$ cat src/rtl/sprite_rom_loader.sv
// Writable 4x16x16 one-bit sprite store: a 32-byte valid/ready stream loads one sprite; the read port is a zero-latency mux.
// A load takes 1 start cycle + 32 transfer cycles + 1 done cycle; in_valid may stall the load indefinitely.
module sprite_rom_loader (
    input  logic       clk,
    input  logic       reset,
    input  logic       start,
    input  logic [1:0] sprite_sel,
    input  logic       abort,
    input  logic [7:0] in_data,
    input  logic       in_valid,
    output logic       in_ready,
    output logic       busy,
    output logic       done,
    input  logic [1:0] rd_sprite,
    input  logic [3:0] rd_row,
    input  logic [3:0] rd_col,
    output logic       rd_pixel
);

    typedef enum logic [1:0] {
        IDLE = 2'd0,
        LOAD = 2'd1,
        DONE = 2'd2
    } state_t;

    state_t      state_q, state_d;
    logic [4:0]  byte_cnt_q, byte_cnt_d;
    logic [1:0]  cur_sprite_q, cur_sprite_d;
    logic        wr_en;

    // One 16-bit word per (sprite, row); bit index is the column.
    logic [15:0] mem_q [64];
    logic [5:0]  wr_idx;

    assign wr_idx   = {cur_sprite_q, byte_cnt_q[4:1]};
    assign rd_pixel = mem_q[{rd_sprite, rd_row}][rd_col];

    always_comb begin
        state_d      = state_q;
        byte_cnt_d   = byte_cnt_q;
        cur_sprite_d = cur_sprite_q;
        wr_en        = 1'b0;
        in_ready     = 1'b0;
        busy         = 1'b0;
        done         = 1'b0;
        case (state_q)
            IDLE: begin
                if (start) begin
                    cur_sprite_d = sprite_sel;
                    byte_cnt_d   = 5'd0;
                    state_d      = LOAD;
                end
            end
            LOAD: begin
                in_ready = 1'b1;
                busy     = 1'b1;
                // Abort wins over a simultaneous transfer: nothing is written that cycle.
                if (abort) begin
                    state_d = IDLE;
                end else if (in_valid) begin
                    wr_en      = 1'b1;
                    byte_cnt_d = byte_cnt_q + 5'd1;
                    if (byte_cnt_q == 5'd31) begin
                        state_d = DONE;
                    end
                end
            end
            DONE: begin
                busy    = 1'b1;
                done    = 1'b1;
                state_d = IDLE;
            end
            default: begin
                state_d = IDLE;
            end
        endcase
    end

    always_ff @(posedge clk or posedge reset) begin
        if (reset) begin
            state_q      <= IDLE;
            byte_cnt_q   <= 5'd0;
            cur_sprite_q <= 2'd0;
            for (int i = 0; i < 64; i++) begin
                mem_q[i] <= 16'd0;
            end
        end else begin
            state_q      <= state_d;
            byte_cnt_q   <= byte_cnt_d;
            cur_sprite_q <= cur_sprite_d;
            if (wr_en) begin
                if (byte_cnt_q[0]) begin
                    mem_q[wr_idx][15:8] <= in_data;
                end else begin
                    mem_q[wr_idx][7:0] <= in_data;
                end
            end
        end
    end

endmodule

$ cat config.mk
export PLATFORM = sky130hd
export DESIGN_NAME = sprite_rom_loader
export DESIGN_NICKNAME = d
export VERILOG_FILES = /design/src/rtl/sprite_rom_loader.sv
export SDC_FILE = /design/constraint.sdc
export NUM_CORES = 2
export LEC_CHECK = 0
export CAP_MARGIN = 20
export CORE_MARGIN = 2
export CORE_UTILIZATION = 50
export CTS_CLUSTER_SIZE = 30
export DETAILED_ROUTE_END_ITERATION = 7
export PLACE_DENSITY = 0.74
export SYNTH_ARGS = -nofsm -noshare
export SYNTH_HDL_FRONTEND = slang
export SYNTH_SLANG_ARGS = --single-unit
$ cat constraint.sdc
create_clock -name clk -period 40.5 [get_ports clk]
set_input_delay 8.1 -clock clk [delete_from_list [all_inputs] [get_ports clk]]
set_output_delay 8.1 -clock clk [all_outputs]
set_load 0.02 [all_outputs]
==> flow_metrics.py <==
metrics = {
    "run_status": {
        "outcome": "finished, final reports clean",
    },
    "synth": {
        "syn-num-nets": 3179,
        "netlist_instances": 3149,
        "synth_edf_count": 0,
        "synth_cell_types": 62,
        "syn_area_um2": 47700,
        "synth.most_common_cell": "mux2_2",
        "ys_seq_elements": 1033,
        "seq_area_frac_synth": 0.542,
        "synthTopCellsByArea": "dfrtp_1 54%, mux2_2 24%, mux4_2 9.5%",
        "yosysTopAreaCellShare": 0.542,
        "ys.flop_type": "dfrtp_1",
        "synthArstFlopShare": 1.00,
        "synth_top_cell_by_area": "dfrtp_1",
        "syn_avg_cell_area_um2": 15.1,
        "yosys_warnings": 0,
        "synth_common_cells": "1035 x mux2_2, 1033 x dfrtp_1, 202 x mux4_2",
    },
    "cts": {
        "post_cts.repair.setup_buffers": 0,
        "cts-root-buf": "clkbuf_16",
        "clk_pin_slew_ns": 0.06,
        "cts_tree": "done",
        "postCtsHoldBufs": 0,
        "cts.sinks": 1033,
        "cts_resized": 0,
        "htreeDepth": 3,
        "cts_max_path_buffers": 3,
        "worstSkewPairLatency_ns": 0.68,
        "cts_buffers": 106,
    },
    "power": {
        "p_per_area_nw_per_um2": 43.4,
        "p_total_mw": 2.28,
        "p_leak_nw": 25.2,
        "vdd_drop_max_mv": 0.0337,
    },
    "layout": {
        "num-fill-cells": 7330,
        "layout-drive-gt1-share": 0.481,
        "synthToLayoutAreaGrowth_pct": 10.0,
        "nNetsFinal": 3134,
        "n_antenna_cell": 0,
    },
    "critical_path": {
        "endpoint_kind": "output pin",
        "critPathLaunchType": "input pin",
        "ff2ff_path_depth": 8,
        "cp_max_fo": 74,
        "cp.arrival_ns": 13.98,
        "worstSetupPathType": "input pin to output pin",
        "required_ns": 32.40,
    },
    "sta": {
        "tns_ns": 0,
        "maxSlewViolCount": 0,
        "fmax_mhz": 45.3,
        "hold_viol": 0,
        "tightestPinTransition_ns": 1.13,
        "max-slew-margin-rel": 0.248,
        "fin_crit_ns": 22.08,
        "min_period_over_period": 0.545,
        "rsz0062_at_grt": "false",
        "worst_slack_ns": 18.42,
        "final-setup-viol-count": 0,
        "skew_ns": 0.0283,
    },
    "grt": {
        "grt_pass1_vias": 30689,
        "grt_pass1_wl_um": 197000,
        "overflow": 0,
        "grt_max_degree": 200,
        "grt_use_total": 0.265,
        "antenna_found_initial": 0,
    },
    "floorplanning": {
        "ios": 29,
        "die_width_um": 313,
        "num_rows": 113,
        "coreArea_um2": 94700,
        "die_y_um": 313,
        "dieArea_um2": 97900,
        "initial_core_util": 0.504,
    },
    "route": {
        "via_per_inst": 6.37,
        "dr.pass1.iters": 5,
        "vias": 28394,
        "wl_per_cell_um": 28.6,
        "detail-route-antenna-nets": 0,
        "route.detailed.drc": 0,
        "wirelength_um": 127000,
        "drt_iter0_drc": 2462,
    },
    "flow_run": {
        "drv_cap": 0,
    },
    "place": {
        "io_buffer_count": 28,
        "hpwlAfterDp_um": 81200,
        "place.gp.congestion": 0.837,
        "place_ws_ns": 18.34,
    },
    "min_path": {
        "hp-class": "flip-flop to flip-flop",
        "hold_depth": 1,
    },
}
[path summary, 6_finish.rpt]
check                      slack, ns                endpoint              startpoint
min in group asynchronous       7.98  mem_q[339]$_DFFE_PP0P_                   reset
hold / removal                  0.50  mem_q[741]$_DFFE_PP0P_  mem_q[741]$_DFFE_PP0P_
max in group asynchronous      29.43  mem_q[942]$_DFFE_PP0P_                   reset
setup reg to reg               36.44  mem_q[475]$_DFFE_PP0P_  state_q[1]$_DFFE_PP0P_
setup / recovery               18.42                rd_pixel               rd_row[0]
hold reg to reg                 0.50  mem_q[741]$_DFFE_PP0P_  mem_q[741]$_DFFE_PP0P_
[worst max-delay path, stage by stage]
cell and delay [ns]:
buf_8 0.51, buf_4 0.79, buf_4 0.82, buf_4 0.70, mux4_1 0.62, mux2i_1 0.30, o31ai_1 0.11, or4_1 0.52
and3_1 0.17, nor4_1 0.18, o2111ai_1 0.32, clkdlybuf4s50_1 0.65
[layout by cell type (no fill, tap or decap), drive strengths merged, types with 11 or more instances in the layout]
| cell | netlist | routed |
|---|---|---|
| dfrtp | 1033 | 1033 |
| clkbuf | 151 | 150 |
| a211oi | 16 | 16 |
| a21oi | 48 | 48 |
| a22oi | 19 | 19 |
| o21ai | 20 | 20 |
| clkinv | 1 | 25 |
| buf | 78 | 61 |
| nand3 | 13 | 13 |
| nor2 | 98 | 98 |
| mux4 | 214 | 214 |
| nand2 | 116 | 116 |
| bufinv | 0 | 11 |
| o221ai | 44 | 44 |
| o22ai | 30 | 30 |
| mux2 | 1035 | 1035 |
| nor3 | 31 | 31 |
| mux2i | 112 | 112 |
| clkdlybuf4s50 | 0 | 15 |
[stage by stage]
stage,utilization,instances,hold slack (ns),area (µm²)
6_report,0.554,4456,0.498,52500
3_3_place_gp,0.514,4257,0.479,48700
2_1_floorplan,-,3149,0.470,47700
4_1_cts,0.553,4452,0.500,52400
3_5_place_dp,0.514,4257,0.487,48700
5_1_grt,0.554,4456,0.506,52500
[kinds of logic (layout without fill, tap and decap cells)]
| family | after synthesis | in the layout | share of synthesized area |
|---|---|---|---|
| compound gates | 210 | 210 | 0.0305 |
| xor+xnor | 1 | 1 | 0.000184 |
| fa+ha+maj | 5 | 5 | 0.00131 |
| buf+inv | 237 | 279 | 0.0260 |
| flops | 1033 | 1033 | 0.542 |
| mux | 1361 | 1361 | 0.370 |
| simple gates | 302 | 302 | 0.0302 |
[final cells by class]
type,instances,area [µm²],area share
multi-input cells,1879,20600,0.393
flip-flops and latches,1033,25800,0.493
clock buffers,150,3100,0.0591
clock inverters,45,567,0.0108
repair buffers,76,707,0.0135
inverters,8,37.5,0.000715
well taps,1265,1580,0.0302
[flip-flops by register name, indices dropped and copies added, names as in the netlist]
signal        count
byte_cnt_q        5
cur_sprite_q      2
mem_q          1024
state_q           2
[routing by layer]
metal	share of wire	global-route usage	routed length (µm)	up-vias
li1	-	-	-	11697
met1	0.42	0.370	53400	15445
met2	0.47	0.416	60100	987
met3	0.072	0.0549	9190	265
met4	0.037	0.0940	4740	0
met5	0	0	0	-
[where the power goes]
group | switching, mW | internal (mW)
Sequential | 0.0172 | 1.06
Clock | 0.415 | 0.604
Combinational | 0.112 | 0.0670
Total | 0.544 | 1.73
Power figures use the tool's default switching activity.
